[src/rtl/mc_ctrl_pkg.sv]
// Shared encodings for the multi-cycle MIPS control FSM: states, opcodes, ALU and mux selects.
// The HALT state exists only when MC_ILLEGAL_TRAP_EN is defined.
package mc_ctrl_pkg;

  localparam int NONE_UNUSED_W = 6;

  typedef enum logic [3:0] {
    ST_FETCH    = 4'd0,
    ST_DECODE   = 4'd1,
    ST_EXEC_R   = 4'd2,
    ST_EXEC_I   = 4'd3,
    ST_ALU_WB   = 4'd4,
    ST_MEM_ADDR = 4'd5,
    ST_MEM_RD   = 4'd6,
    ST_MEM_WB   = 4'd7,
    ST_MEM_WR   = 4'd8,
    ST_BRANCH   = 4'd9,
    ST_JUMP     = 4'd10
`ifdef MC_ILLEGAL_TRAP_EN
    , ST_HALT   = 4'd11
`endif
  } state_t;

  localparam logic [5:0] OP_RTYPE = 6'b000000;
  localparam logic [5:0] OP_ORI   = 6'b001101;
  localparam logic [5:0] OP_LW    = 6'b100011;
  localparam logic [5:0] OP_SW    = 6'b101011;
  localparam logic [5:0] OP_BEQ   = 6'b000100;
  localparam logic [5:0] OP_J     = 6'b000010;
  localparam logic [5:0] OP_JAL   = 6'b000011;

  localparam logic [5:0] FN_NOP   = 6'b000000;
  localparam logic [5:0] FN_ADDU  = 6'b100001;
  localparam logic [5:0] FN_SUBU  = 6'b100011;
  localparam logic [5:0] FN_JR    = 6'b001000;

  localparam logic [1:0] ALU_ADD  = 2'b00;
  localparam logic [1:0] ALU_SUB  = 2'b01;
  localparam logic [1:0] ALU_OR   = 2'b10;

  localparam logic [1:0] RDST_RT  = 2'b00;
  localparam logic [1:0] RDST_RD  = 2'b01;
  localparam logic [1:0] RDST_RA  = 2'b10;

  localparam logic [1:0] WD_ALU   = 2'b00;
  localparam logic [1:0] WD_MEM   = 2'b01;
  localparam logic [1:0] WD_PC4   = 2'b10;

  localparam logic [1:0] NPC_PC4  = 2'b00;
  localparam logic [1:0] NPC_BR   = 2'b01;
  localparam logic [1:0] NPC_JMP  = 2'b10;
  localparam logic [1:0] NPC_RS   = 2'b11;

  typedef struct packed {
    logic r_alu;
    logic ori;
    logic load;
    logic store;
    logic beq;
    logic j;
    logic jal;
    logic jr;
    logic nop;
    logic illegal;
  } instr_class_t;

  // R-type ALU operation carried alongside the class so the FSM never looks at funct.
  function automatic logic [1:0] r_alu_op_of(input logic [5:0] funct);
    logic [1:0] op;
    if (funct == FN_SUBU) begin
      op = ALU_SUB;
    end else begin
      op = ALU_ADD;
    end
    return op;
  endfunction

endpackage

[src/rtl/mc_ctrl_fsm_if.sv]
// Control bundle between the FSM (master) and the MIPS datapath (slave).
interface mc_ctrl_fsm_if;
  import mc_ctrl_pkg::*;

  logic [NONE_UNUSED_W-1:0] opcode;
  logic [NONE_UNUSED_W-1:0] funct;
  logic                     zero;
  logic [1:0]               ALUOp;
  logic                     alu_src;
  logic                     ext_op;
  logic [1:0]               reg_dst;
  logic [1:0]               wd_sel;
  logic [1:0]               npc_sel;
  logic                     pc_write;
  logic                     ir_write;
  logic                     reg_write;
  logic                     mem_write;
  logic                     instr_done;
  logic                     illegal;

  modport master (
    input  opcode, funct, zero,
    output ALUOp, alu_src, ext_op, reg_dst, wd_sel, npc_sel,
           pc_write, ir_write, reg_write, mem_write, instr_done, illegal
  );

  modport slave (
    output opcode, funct, zero,
    input  ALUOp, alu_src, ext_op, reg_dst, wd_sel, npc_sel,
           pc_write, ir_write, reg_write, mem_write, instr_done, illegal
  );

endinterface

[src/rtl/mc_decode.sv]
// Opcode/funct to one-hot instruction class; an all-zero opcode+funct is the nop.
module mc_decode
  import mc_ctrl_pkg::*;
(
  input  logic [NONE_UNUSED_W-1:0] opcode,
  input  logic [NONE_UNUSED_W-1:0] funct,
  output instr_class_t             cls,
  output logic [1:0]               r_alu_op
);

  // Exactly one class bit is set for every opcode/funct pair.
  always_comb begin
    cls      = '0;
    r_alu_op = r_alu_op_of(funct);
    case (opcode)
      OP_RTYPE: begin
        case (funct)
          FN_ADDU, FN_SUBU: cls.r_alu   = 1'b1;
          FN_JR:            cls.jr      = 1'b1;
          FN_NOP:           cls.nop     = 1'b1;
          default:          cls.illegal = 1'b1;
        endcase
      end
      OP_ORI:  cls.ori     = 1'b1;
      OP_LW:   cls.load    = 1'b1;
      OP_SW:   cls.store   = 1'b1;
      OP_BEQ:  cls.beq     = 1'b1;
      OP_J:    cls.j       = 1'b1;
      OP_JAL:  cls.jal     = 1'b1;
      default: cls.illegal = 1'b1;
    endcase
  end

endmodule

[src/rtl/mc_ctrl_fsm.sv]
// Multi-cycle MIPS control FSM driving ALUOp, write enables and mux selects.
// Define MC_ILLEGAL_TRAP_EN to trap illegal instructions in a sticky HALT state.
module mc_ctrl_fsm
  import mc_ctrl_pkg::*;
(
  input  logic          clk,
  input  logic          reset,
  mc_ctrl_fsm_if.master bus
);

  instr_class_t cls;
  logic [1:0]   r_op;
  state_t       state_q;
  state_t       state_d;
  logic [1:0]   alu_op;
  logic         alu_src;
  logic         ext_op;
  logic [1:0]   reg_dst;
  logic [1:0]   wd_sel;
  logic [1:0]   npc_sel;
  logic         pc_we;
  logic         ir_we;
  logic         reg_we;
  logic         mem_we;
  logic         done;
`ifdef MC_ILLEGAL_TRAP_EN
  logic         illegal_q;
  logic         illegal_d;
`endif

  mc_decode u_decode (
    .opcode   (bus.opcode),
    .funct    (bus.funct),
    .cls      (cls),
    .r_alu_op (r_op)
  );

  // Next-state and per-state control outputs; pc_write in BRANCH follows zero directly.
  always_comb begin
    state_d = state_q;
    alu_op  = ALU_ADD;
    alu_src = 1'b0;
    ext_op  = 1'b0;
    reg_dst = RDST_RT;
    wd_sel  = WD_ALU;
    npc_sel = NPC_PC4;
    pc_we   = 1'b0;
    ir_we   = 1'b0;
    reg_we  = 1'b0;
    mem_we  = 1'b0;
    done    = 1'b0;
    case (state_q)
      ST_FETCH: begin
        ir_we   = 1'b1;
        pc_we   = 1'b1;
        state_d = ST_DECODE;
      end
      ST_DECODE: begin
        if (cls.r_alu) begin
          state_d = ST_EXEC_R;
        end else if (cls.ori) begin
          state_d = ST_EXEC_I;
        end else if (cls.load || cls.store) begin
          state_d = ST_MEM_ADDR;
        end else if (cls.beq) begin
          state_d = ST_BRANCH;
        end else if (cls.j || cls.jal || cls.jr) begin
          state_d = ST_JUMP;
        end else if (cls.nop) begin
          state_d = ST_FETCH;
          done    = 1'b1;
        end else if (cls.illegal) begin
`ifdef MC_ILLEGAL_TRAP_EN
          state_d = ST_HALT;
`else
          state_d = ST_FETCH;
          done    = 1'b1;
`endif
        end else begin
          state_d = ST_FETCH;
        end
      end
      ST_EXEC_R: begin
        alu_op  = r_op;
        state_d = ST_ALU_WB;
      end
      ST_EXEC_I: begin
        alu_op  = ALU_OR;
        alu_src = 1'b1;
        state_d = ST_ALU_WB;
      end
      ST_ALU_WB: begin
        reg_we  = 1'b1;
        reg_dst = cls.r_alu ? RDST_RD : RDST_RT;
        done    = 1'b1;
        state_d = ST_FETCH;
      end
      ST_MEM_ADDR: begin
        alu_src = 1'b1;
        ext_op  = 1'b1;
        if (cls.load) begin
          state_d = ST_MEM_RD;
        end else begin
          state_d = ST_MEM_WR;
        end
      end
      ST_MEM_RD: begin
        state_d = ST_MEM_WB;
      end
      ST_MEM_WB: begin
        reg_we  = 1'b1;
        wd_sel  = WD_MEM;
        done    = 1'b1;
        state_d = ST_FETCH;
      end
      ST_MEM_WR: begin
        mem_we  = 1'b1;
        done    = 1'b1;
        state_d = ST_FETCH;
      end
      ST_BRANCH: begin
        alu_op  = ALU_SUB;
        npc_sel = NPC_BR;
        pc_we   = bus.zero;
        done    = 1'b1;
        state_d = ST_FETCH;
      end
      ST_JUMP: begin
        pc_we   = 1'b1;
        done    = 1'b1;
        state_d = ST_FETCH;
        if (cls.jr) begin
          npc_sel = NPC_RS;
        end else begin
          npc_sel = NPC_JMP;
          if (cls.jal) begin
            reg_we  = 1'b1;
            reg_dst = RDST_RA;
            wd_sel  = WD_PC4;
          end else begin
            reg_we  = 1'b0;
          end
        end
      end
`ifdef MC_ILLEGAL_TRAP_EN
      ST_HALT: begin
        state_d = ST_HALT;
      end
`endif
      default: begin
        state_d = ST_FETCH;
      end
    endcase
  end

`ifdef MC_ILLEGAL_TRAP_EN
  // Sticky trap flag: set on the DECODE cycle that sees an illegal class.
  always_comb begin
    if ((state_q == ST_DECODE) && cls.illegal) begin
      illegal_d = 1'b1;
    end else begin
      illegal_d = illegal_q;
    end
  end
`endif

  // State register; reset returns to FETCH asynchronously.
  always_ff @(posedge clk or posedge reset) begin
    if (reset) begin
      state_q   <= ST_FETCH;
`ifdef MC_ILLEGAL_TRAP_EN
      illegal_q <= 1'b0;
`endif
    end else begin
      state_q   <= state_d;
`ifdef MC_ILLEGAL_TRAP_EN
      illegal_q <= illegal_d;
`endif
    end
  end

  // Enables are gated by reset so nothing is written while it is held.
  assign bus.ALUOp      = alu_op;
  assign bus.alu_src    = alu_src;
  assign bus.ext_op     = ext_op;
  assign bus.reg_dst    = reg_dst;
  assign bus.wd_sel     = wd_sel;
  assign bus.npc_sel    = npc_sel;
  assign bus.pc_write   = pc_we  & ~reset;
  assign bus.ir_write   = ir_we  & ~reset;
  assign bus.reg_write  = reg_we & ~reset;
  assign bus.mem_write  = mem_we & ~reset;
  assign bus.instr_done = done   & ~reset;
`ifdef MC_ILLEGAL_TRAP_EN
  assign bus.illegal    = illegal_q & ~reset;
`else
  assign bus.illegal    = 1'b0;
`endif

endmodule

[src/flat_wrapper.sv]
// flat-port wrapper written by rule: the top's interface ports become plain ports
module mc_ctrl_fsm_flat import mc_ctrl_pkg::*;
  (clk, reset, bus_opcode, bus_funct, bus_zero, bus_ALUOp, bus_alu_src, bus_ext_op, bus_reg_dst, bus_wd_sel, bus_npc_sel, bus_pc_write, bus_ir_write, bus_reg_write, bus_mem_write, bus_instr_done, bus_illegal);
  mc_ctrl_fsm_if bus_i ();
  input  logic clk;
  input  logic reset;
  input wire logic [$bits(bus_i.opcode)-1:0] bus_opcode;
  input wire logic [$bits(bus_i.funct)-1:0] bus_funct;
  input wire logic [$bits(bus_i.zero)-1:0] bus_zero;
  output wire logic [$bits(bus_i.ALUOp)-1:0] bus_ALUOp;
  output wire logic [$bits(bus_i.alu_src)-1:0] bus_alu_src;
  output wire logic [$bits(bus_i.ext_op)-1:0] bus_ext_op;
  output wire logic [$bits(bus_i.reg_dst)-1:0] bus_reg_dst;
  output wire logic [$bits(bus_i.wd_sel)-1:0] bus_wd_sel;
  output wire logic [$bits(bus_i.npc_sel)-1:0] bus_npc_sel;
  output wire logic [$bits(bus_i.pc_write)-1:0] bus_pc_write;
  output wire logic [$bits(bus_i.ir_write)-1:0] bus_ir_write;
  output wire logic [$bits(bus_i.reg_write)-1:0] bus_reg_write;
  output wire logic [$bits(bus_i.mem_write)-1:0] bus_mem_write;
  output wire logic [$bits(bus_i.instr_done)-1:0] bus_instr_done;
  output wire logic [$bits(bus_i.illegal)-1:0] bus_illegal;
  assign bus_i.opcode = bus_opcode;
  assign bus_i.funct = bus_funct;
  assign bus_i.zero = bus_zero;
  assign bus_ALUOp = bus_i.ALUOp;
  assign bus_alu_src = bus_i.alu_src;
  assign bus_ext_op = bus_i.ext_op;
  assign bus_reg_dst = bus_i.reg_dst;
  assign bus_wd_sel = bus_i.wd_sel;
  assign bus_npc_sel = bus_i.npc_sel;
  assign bus_pc_write = bus_i.pc_write;
  assign bus_ir_write = bus_i.ir_write;
  assign bus_reg_write = bus_i.reg_write;
  assign bus_mem_write = bus_i.mem_write;
  assign bus_instr_done = bus_i.instr_done;
  assign bus_illegal = bus_i.illegal;
  mc_ctrl_fsm u_core (.clk(clk), .reset(reset), .bus(bus_i));
endmodule
[config.mk]
export PLATFORM = sky130hd
export DESIGN_NAME = mc_ctrl_fsm_flat
export DESIGN_NICKNAME = d
export VERILOG_FILES = /design/src/rtl/mc_ctrl_pkg.sv /design/src/rtl/mc_ctrl_fsm_if.sv /design/src/rtl/mc_decode.sv /design/src/rtl/mc_ctrl_fsm.sv /design/src/flat_wrapper.sv
export SDC_FILE = /design/constraint.sdc
export NUM_CORES = 1
export LEC_CHECK = 0
export CORE_MARGIN = 3
export CORE_UTILIZATION = 43
export DETAILED_ROUTE_END_ITERATION = 10
export PLACE_DENSITY = 0.88
export RECOVER_POWER = 25
export SLEW_MARGIN = 5
export SYNTH_ARGS = -nofsm -noshare
export SYNTH_HDL_FRONTEND = slang
export SYNTH_SLANG_ARGS = --single-unit
export TNS_END_PERCENT = 1
[constraint.sdc]
create_clock -name clk -period 3.25 [get_ports clk]
set_input_delay 0.325 -clock clk [delete_from_list [all_inputs] [get_ports clk]]
set_output_delay 0.325 -clock clk [all_outputs]
set_load 0.02 [all_outputs]
; Yosys cells after proc, flatten, opt, wreduce, memory -nomap -nowiden
; Index checks and enable logic that the tools add are counted.
[totals]
word_cells = 85
out_inout_bits = 16
register_bits = 4
in_bits = 15
[op_classes]
n_mux = 45
eq_ne = 19
bitwise_logic = 6
reduce_logical = 14
[ops]
columns = operator, n
row1 = $mux 1, 27
row2 = $eq 6x6->1 const B, 4
row3 = $mux 4, 6
row4 = $pmux 4 s5, 1
row5 = $eq 4x3->1 const B, 4
row6 = $eq 4x4->1 const B, 3
row7 = $eq 6x2->1 const B, 2
row8 = $eq 6x4->1 const B, 2
row9 = $logic_not 6->1, 2
row10 = $pmux 2 s2, 3
row11 = $reduce_or 2->1, 5
row12 = $eq 4x2->1 const B, 2
row13 = $pmux 1 s2, 4
row14 = $eq 6x3->1 const B, 1
row15 = $mux 2, 3
row16 = $pmux 2 s3, 1
row17 = $reduce_or 6->1, 1
row18 = $and 1x1->1, 5
row19 = $reduce_or 5->1, 1
row20 = $eq 4x1->1 const B, 1
row21 = $logic_not 4->1, 1
row22 = $reduce_or 4->1, 1
row23 = $logic_or 1x1->1, 3
row24 = $not 1->1, 1

; Longest topological paths before layout
; Gate-level depths: netlist of the first run.
[depth]
word_depth = 13
ltp_mapped = 5

; Cells and area by module
; From an unflattened synthesis of the first run, not the netlist that was laid out.
[unflattened]
hier_cells = 101
hier_area_um2 = 660.6
[modules_own_cells]
columns = mod, area_each_um2, cells_per_inst, instances, seq_area_each_um2
row1 = mc_ctrl_fsm, 462.9, 66, 1, 100.1
row2 = mc_decode, 197.7, 35, 1, 0.0

; Worst setup path before layout of the first run
; No wires, ideal clock.
[synth_timing]
kind = reg-to-output
from = register u_core.state_q[2]
to = output port bus_reg_write
path_buffers = 1
slack_ps = 1012
t_arrival_ps = 1913
path_stages_with_launch = 6
required_time_ps = 2925
cell_sequence = dfrtp_1 -> buf_2 -> nand2b_4 -> nor3b_1 -> and3_1 -> o21a_1
[synth_between]
elab_chain_cells = 4
word_cells_on_any_way = 6
classes_between = eq/ne (3) / mux (1) / bitwise (1) / reduce/logical (1)
[synth_lines]
columns = element, line
row1 = from (decl), mc_ctrl_fsm.sv:13  ; state_t state_q;
row2 = from (signal assigned), mc_ctrl_fsm.sv:175  ; state_q <= state_d;
row3 = $eq 4x3->1, mc_ctrl_fsm.sv:52  ; case (state_q)
row4 = $reduce_or 2->1 (no source line), -
row5 = $pmux 1 s2 *, mc_ctrl_fsm.sv:52
row6 = $and 1x1->1 *, mc_ctrl_fsm.sv:191  ; assign bus.reg_write = reg_we & ~reset;
row7 = to (decl), flat_wrapper.sv:18  ; output wire logic [$bits(bus_i.reg_write)-1:0] bus_reg_write;
; Mark *: on every way between the ends. The rest lies on a longest branch, timed or not.

; Worst setup path after layout of the first run
[layout_timing]
from = input port bus_opcode[1]
to = output port bus_instr_done
[layout_between]
elab_chain_cells = 12
word_cells_on_any_way = 29
classes_between = eq/ne (6) / mux (17) / bitwise (1) / reduce/logical (5)
[layout_lines]
columns = element, line
row1 = from (decl), flat_wrapper.sv:7  ; input wire logic [$bits(bus_i.opcode)-1:0] bus_opcode;
row2 = $eq 6x2->1 (tied with other cells), mc_decode.sv:15  ; case (opcode)
row3 = $reduce_or 6->1 (no source line), -
row4 = $pmux 1 s2, mc_decode.sv:15
row5 = $mux 1, mc_ctrl_fsm.sv:72  ; end else if (cls.illegal) begin
row6 = $mux 1, mc_ctrl_fsm.sv:69  ; end else if (cls.nop) begin
row7 = $mux 1, mc_ctrl_fsm.sv:67  ; end else if (cls.j || cls.jal || cls.jr) begin
row8 = $mux 1, mc_ctrl_fsm.sv:65  ; end else if (cls.beq) begin
row9 = $mux 1, mc_ctrl_fsm.sv:63  ; end else if (cls.load || cls.store) begin
row10 = $mux 1, mc_ctrl_fsm.sv:61  ; end else if (cls.ori) begin
row11 = $mux 1 *, mc_ctrl_fsm.sv:59  ; if (cls.r_alu) begin
row12 = $pmux 1 s2 *, mc_ctrl_fsm.sv:52
row13 = $and 1x1->1 *, mc_ctrl_fsm.sv:193  ; assign bus.instr_done = done & ~reset;
row14 = to (decl), flat_wrapper.sv:20  ; output wire logic [$bits(bus_i.instr_done)-1:0] bus_instr_done;
; Marks and branches as above.

==> run summary, run 1 <==
The filler cells instantiated in the layout total 130. More flip-flops sit in one register than any other, and that register is u_core.state_q. The average wire length per cell after detail routing came out at 14.6 um. The worst min-delay path class is input pin to asynchronous set/reset pin. The mean post-synth cell area came out at between 7 and 8 um2. IR analysis of the VDD net gives a maximum drop of 158 uV. The clock transition time at the flip-flop clock pins of the worst setup and hold paths came out at 0.04 ns. The share of cells above drive strength 1 is 0.0789. The total number of vias came out at 780. The number of buffers created by CTS came out at 3. The number of max-slew violations in the final report is 0. For this design the static power due to leakage is approximately 0.00035 uW.

Buffers inserted to repair hold after CTS numbered 0. For this design the total switching power over the nets is 139 uW. The depth of the worst register-to-register path came out at 4. The run finished with clean final reports. Setup repair after global routing left no endpoint under its margin. The initial antenna violation count came out at 0. The startpoint identified for the worst register-to-register timing path is u_core.state_q[1]. The number of global-route vias before repair is roughly 720. The largest net degree at the start of global routing came out at 15. The internal power came out at 184 uW. The share of total power dissipated in combinational logic is 0.528. The worst path needs approximately 2.8 ns of the cycle, external delays included. The H-tree depth reported by CTS came out at 1.

The post-CTS repair timing setup buffer count came out at 0. The number of port buffers came out at 29. The power per standard cell area is 345 nW/um2.

The smallest setup slack after layout is 0.454 ns. Synthesis produced 90 cells. The max-capacitance violation count came out at 0. The arrival time at the worst endpoint came out at 2.47 ns.

The instance area after placement came out at 912 um2. The initial standard-cell utilization of the core is 0.480. The first global-routing pass estimated just over 3 mm of wire. The worst pin sits at a relative slew slack of 0.570. The worst register-to-register path ends at u_core.state_q[3]. Counting flops with an async set or reset pin after synthesis yields a share of 1.00. The count of warnings emitted by yosys came out at 0. The number of diodes added for antenna fixing came out at 0.

The number of enable-type register cells in the synthesized netlist is 0. The flip-flop count of the largest register, all copies and words added came out at 4. Across every metal layer, demand over resource in global routing totals 0.203. The number of nets in the synthesized netlist is 105. The highest net fanout along the worst path is 9. 31 I/O pins were placed. The remaining antenna violation count after routing came out at 0. The final instance area is slightly above 900 um2. The critical path data required time is 2.92 ns. The clock passes through at most 2 buffers. The share of total power dissipated in sequential elements is 0.275. The synthesized netlist contains between 40 and 50 unique library cells. The aggregate negative setup slack came out at 0 ns. The die covers 2030 um2. For the worst-skew pair, the clock arrives at the later sink with an insertion delay of 0.24 ns. The fmax is 358 MHz. The post-synthesis sequential element count is 4.

The most used flip-flop cell after synthesis is sky130_fd_sc_hd__dfrtp_1. For this block, the initial DRC count from the detailed router was 13. The final number of setup-violating endpoints is 0.

The minimum setup slack among reg-to-reg paths came out at 1.70 ns. Once the clock tree was built, the resizer swapped 0 gates to a different size. The total congestion overflow after global routing came out at 0.

The detailed-route wire length is roughly 1.9 mm. The overall power consumption is between 300 and 400 uW. The number of placement rows is 13.

The congestion estimate from routability-driven global placement came to 0.920. The area of the mapped netlist is 656 um2. The largest registers in the layout are u_core.state_q x4. STA classifies the critical path startpoint as an input pin. The portion of the clock cycle consumed by the worst path in the final layout is 0.860. The top cell types in the final layout, fill and taps aside, are sky130_fd_sc_hd__clkdlybuf4s50_1 (27), sky130_fd_sc_hd__nand2_1 (6), sky130_fd_sc_hd__nor3_1 (6), sky130_fd_sc_hd__a21oi_1 (6), sky130_fd_sc_hd__nor2_1 (6). The vertical die dimension came out at 45.0 um. The number of sinks driven by the clock tree is 4. The net total in the final layout is 131. Of the synthesized area, sequential elements account for 0.153.

The worst setup path is captured at a primary output. The switching share of total power came out at 0.431. The HPWL after detailed placement came out at approximately 1.5 mm.

TritonCTS built the clock tree. The placeable core region is 1370 um2. The layout overhead on the synthesized area came out at 42.6%. The total count of hold-check failures in the final report is 0.

The worst setup slack before clock tree synthesis is 0.467 ns. The DRC violation count after routing came out at 0. The number of search-and-repair iterations in the first detailed-routing pass came out at 4.

The x dimension of the die is 45.0 um. The part of the power in the clock network came out at 0.197. The root buffer cell chosen for the clock tree is sky130_fd_sc_hd__clkbuf_4. The clock skew came out at 0.000217 ns. The critical path is of the input pin to primary output type. The most common library cell in the layout ignoring fill and taps is sky130_fd_sc_hd__clkdlybuf4s50_1. The transition time at the pin with the least slew margin came out at 0.636 ns. After detailed routing, the number of vias per cell comes to 6.05.
==> synth_stat cells (2+ instances only) <==
| cell type | count | share of area |
|---|---|---|
| sky130_fd_sc_hd__nand3b_1 | 2 | 0.023 |
| sky130_fd_sc_hd__buf_2 | 3 | 0.023 |
| sky130_fd_sc_hd__a21oi_1 | 6 | 0.046 |
| sky130_fd_sc_hd__and3_1 | 2 | 0.019 |
| sky130_fd_sc_hd__nor3b_1 | 2 | 0.023 |
| sky130_fd_sc_hd__o22ai_1 | 4 | 0.038 |
| sky130_fd_sc_hd__nor4_1 | 2 | 0.019 |
| sky130_fd_sc_hd__nor2_1 | 6 | 0.034 |
| sky130_fd_sc_hd__dfrtp_1 | 4 | 0.15 |
| sky130_fd_sc_hd__o311ai_0 | 2 | 0.027 |
| sky130_fd_sc_hd__nor2b_1 | 2 | 0.019 |
| sky130_fd_sc_hd__buf_4 | 3 | 0.034 |
| sky130_fd_sc_hd__nand2_1 | 6 | 0.034 |
| sky130_fd_sc_hd__nor3_1 | 6 | 0.046 |
| sky130_fd_sc_hd__or2_2 | 2 | 0.019 |
| sky130_fd_sc_hd__nand2b_1 | 4 | 0.038 |
| sky130_fd_sc_hd__or3_1 | 2 | 0.019 |
| sky130_fd_sc_hd__inv_1 | 4 | 0.023 |
==> logic make-up after synthesis <==
group	Yosys count	synth area share
compound gates	23	0.246
xor+xnor	2	0.0267
buf+inv	12	0.103
flops	4	0.153
mux	1	0.0153
other cells	1	0.00572
simple gates	47	0.450
==> area by class of cell <==
type | instances | area [um2] | area share
Timing Repair Buffer | 29 | 290 | 0.311
Clock buffer | 3 | 22.5 | 0.0241
Tap cell | 15 | 18.8 | 0.0201
Inverter | 4 | 15.0 | 0.0161
Multi-Input combinational cell | 74 | 488 | 0.522
Sequential cell | 4 | 100 | 0.107
==> per-stage QoR <==
step | instances | util | hold WS [ns]
after floorplan | 90 | - | 0.105
after global placement | 126 | 0.668 | 0.619
after detailed placement | 126 | 0.668 | 0.634
after CTS | 129 | 0.684 | 0.387
after global routing | 129 | 0.684 | 0.527
final | 129 | 0.684 | 0.505
==> worst max path at each step <==
stage                      startpoint        endpoint  cells past startpoint  slack, ns
finish                  bus_opcode[1]  bus_instr_done                      6       0.45
global route            bus_opcode[1]  bus_reg_dst[0]                      5       0.31
CTS                     bus_opcode[2]  bus_instr_done                      6       0.48
detailed placement      bus_opcode[2]  bus_instr_done                      6       0.47
global placement        bus_opcode[2]  bus_instr_done                      6       0.52
floorplan           u_core.state_q[2]   bus_reg_write                      5       1.01
==> critical path, stage by stage <==
cell                              delay, ns
sky130_fd_sc_hd__dlygate4sd3_1         0.66
sky130_fd_sc_hd__nor3b_1               0.30
sky130_fd_sc_hd__a21oi_1               0.10
sky130_fd_sc_hd__o311ai_0              0.41
sky130_fd_sc_hd__o31ai_1               0.12
sky130_fd_sc_hd__clkdlybuf4s50_1       0.55
==> power groups by stage <==
stage / Sequential (uW) / Combinational (uW) / Clock (uW)
after floorplan: 66.6 / 126 / 0
after detailed placement: 88.4 / 169 / 0
after global routing: 91.9 / 184 / 68.7
after CTS: 87.9 / 169 / 65.0
after global placement: 87.5 / 163 / 0
final: 88.8 / 170 / 63.6
==> per-layer routing <==
metal  routed length (um)  GRT usage  share of wire
met1                  816      0.245           0.43
met2                  917      0.350           0.49
met3                  129     0.0478          0.069
met4                   19     0.0643          0.010
met5                    0          0              0
Power figures use the tool's default switching activity.
==> run 2, diff against run 1 <==
--- a/config.mk
+++ b/config.mk
@@ -5,8 +5,10 @@
 export SDC_FILE = /design/constraint.sdc
 export NUM_CORES = 1
 export LEC_CHECK = 0
+export CAP_MARGIN = 20
 export CORE_MARGIN = 3
 export CORE_UTILIZATION = 43
+export CTS_CLUSTER_DIAMETER = 60
 export DETAILED_ROUTE_END_ITERATION = 10
 export PLACE_DENSITY = 0.88
 export RECOVER_POWER = 25
==> results of run 2 <==
Same layout as run 1: the final DEF is identical, and so are final timing and power.
==> run 3, diff against run 2 <==
--- a/config.mk
+++ b/config.mk
@@ -7,10 +7,10 @@
 export LEC_CHECK = 0
 export CAP_MARGIN = 20
 export CORE_MARGIN = 3
-export CORE_UTILIZATION = 43
+export CORE_UTILIZATION = 35
 export CTS_CLUSTER_DIAMETER = 60
 export DETAILED_ROUTE_END_ITERATION = 10
-export PLACE_DENSITY = 0.88
+export PLACE_DENSITY = 0.74
 export RECOVER_POWER = 25
 export SLEW_MARGIN = 5
 export SYNTH_ARGS = -nofsm -noshare
==> run 3 against run 2 <==
  * Via count rose by 1.4%
  * Clock-buffer cell count did not move
  * Global-route usage fell by 3.7 points
  * Sequential share of layout area fell by 0.14 points
  * Clock power fell by 7.4%
  * Critical path depth did not move
  * Utilization fell by 14 points
  * Register-to-register slack improved by 0.06 ns
  * Largest cell class unchanged
  * Highest routed layer is now met3
==> run summary, run 3 (synthesis results as in run 1) <==
In this run the deepest clock path goes through 2 buffers. The tightest min-delay check is of the input pin to asynchronous set/reset pin type. For this block, wires on met1 add up to 865 um. The wire length of the first global-routing pass came out at 3.28 mm. The total number of vias is 791. The number of max-slew violations in the final report is 0. The sequential cell area came out at 100 um2. Adding up every negative setup slack in the final design gives 0 ns. Overall power consumption after layout is estimated at between 300 and 400 uW. The initial antenna violation count is 0.

The power per standard cell area is between 300 and 400 nW/um2. The number of sinks driven by the clock tree came out at 4. The worst setup path is captured at a primary output. The ratio of routed vias to standard cells is 5.69. The share of cells above drive strength 1 came out at 0.0789.

The total count of hold-check failures in the final report is 0. For this run, the total global-route usage over all layers was measured as 0.166. After detailed routing, the total wire length is 2.00 mm. TritonCTS built the clock tree. The number of gates resized after CTS came out at 0. The number of diodes added for antenna fixing is 0. The clock transition time at the flip-flop clock pins of the worst setup and hold paths is 0.04 ns.

The number of setup buffers added after CTS is 0. Setup repair after global routing left no endpoint under its margin. The highest net fanout along the worst path is 9.

The total congestion overflow after global routing came out at 0. The layout overhead on the synthesized area came out at 44.5%. After detailed routing, the average wire length per cell comes to 14.4 um. The detailed router used layers up to and including met3. Clock skew on the completed layout was measured at approximately 0.0036 ns. The max-slew headroom at the worst pin is 0.561. The initial standard-cell utilization of the core is 0.376.

The instance area after placement came out at between 900 and 1000 um2. The die covers 2430 um2. In the final layout, the multi-input gates occupy between 400 and 500 um2. u_core.state_q holds more flip-flops than any other register. The flip-flop count of the largest register, all copies and words added came out at 4. For the worst-skew pair, the clock arrives at the later sink with an insertion delay of about 0.23 ns. The remaining antenna violation count after routing is 0. The final number of setup-violating endpoints came out at 0. The placeable core region is about 1700 um2. The critical path data required time came out at ~2.9 ns.

The DRC violation count after routing is 0. The fmax came out at 351 MHz. The final instance area came out at 947 um2. The max-capacitance violation count is 0. The run finished with clean final reports.

Leaving out fill and tap cells, the most frequent cell in the layout is sky130_fd_sc_hd__clkdlybuf4s50_1. The net count of the finished layout is around 130. The wire-length estimate of the detail-placed layout is between 1.5 and 2 mm. The transition time at the pin with the least slew margin is 0.650 ns. The routed design uses about 150 um of met3 wire. In this run the vertical extent of the chip is 49.3 um.

The placer's final routability congestion estimate came out at 0.836. The met2 wire length came out at roughly 990 um. In the layout the commonest cells are sky130_fd_sc_hd__clkdlybuf4s50_1 (27), sky130_fd_sc_hd__nand2_1 (6), sky130_fd_sc_hd__nor3_1 (6), sky130_fd_sc_hd__a21oi_1 (6), sky130_fd_sc_hd__nor2_1 (6). The worst setup path is launched from an input pin.

31 I/O pins were placed. The number of global-route vias before repair came to 725. The number of inserted filler cells in the final layout came out at between 150 and 200. The post-layout utilization of the core came out at 0.543. The x dimension of the die is 49.3 um. The number of buffers added to fix hold violations after cts came out at 0.

The largest voltage drop on the vdd net came out at 175 uV. The portion of the clock cycle consumed by the worst path in the final layout is 0.875. The number of buffers created by CTS came out at 3. Data arrives at the worst endpoint at 2.52 ns. The number of port buffers came out at 29. The largest registers in the layout are u_core.state_q x4. Entering global routing, the biggest net connects 15 pins. The number of search-and-repair iterations in the first detailed-routing pass is 4. The leakage power came out at 0.000350 uW. The number of placement rows came out at 15. The CTS root buffer is sky130_fd_sc_hd__clkbuf_4.

By startpoint and endpoint, the worst setup path is classified as input pin to primary output. For this block, the initial DRC count from the detailed router was 19. The H-tree depth reported by CTS is 1. The post-route minimum period is 2.85 ns.
run 3: cell counts in the layout (fill, tap and decap cells not counted):
No cell type changed its count.
run 3: metal layers:
layer  up-vias  track usage
met3         0       0.0306
met1       368        0.194
met4         0       0.0142
met2        39        0.319
li1        384            -
met5         -            0
run 3: power by group:
group	internal [uW]	switching, uW	total [uW]
Combinational	83.8	83.8	168
Sequential	58.5	29.9	88.4
Clock	41.1	17.7	58.9
run 3: critical path, stage by stage:
cell and delay, ns:
sky130_fd_sc_hd__dlygate4sd3_1 0.67, sky130_fd_sc_hd__nor3b_1 0.32, sky130_fd_sc_hd__a21oi_1 0.11, sky130_fd_sc_hd__o311ai_0 0.41
sky130_fd_sc_hd__o31ai_1 0.12, sky130_fd_sc_hd__clkdlybuf4s50_1 0.56
run 3: final cells by class:
type | count | area share
Inverter | 4 | 0.0159
Multi-Input combinational cell | 74 | 0.515
Sequential cell | 4 | 0.106
Timing Repair Buffer | 29 | 0.306
Clock buffer | 3 | 0.0238
Tap cell | 25 | 0.0330
run 3: metrics by stage:
stage / instances / hold WS, ns / setup slack (ns)
CTS: 139 / 0.403 / 0.447
global placement: 136 / 0.620 / 0.493
detailed placement: 136 / 0.638 / 0.447
global route: 139 / 0.536 / 0.234
finish: 139 / 0.521 / 0.405
floorplan: 90 / 0.105 / 1.01
run 3: path summary, 6_finish.rpt:
kind	startpoint	to	slack, ns	depth (start not counted)
max	bus_opcode[1]	bus_instr_done	0.40	6
min	reset	u_core.state_q[3]	0.52	2
max reg2reg	u_core.state_q[1]	u_core.state_q[3]	1.76	4
min reg2reg	u_core.state_q[0]	u_core.state_q[0]	0.77	1
max in group asynchronous	reset	u_core.state_q[1]	2.56	2
min in group clk	u_core.state_q[0]	u_core.state_q[0]	0.77	1
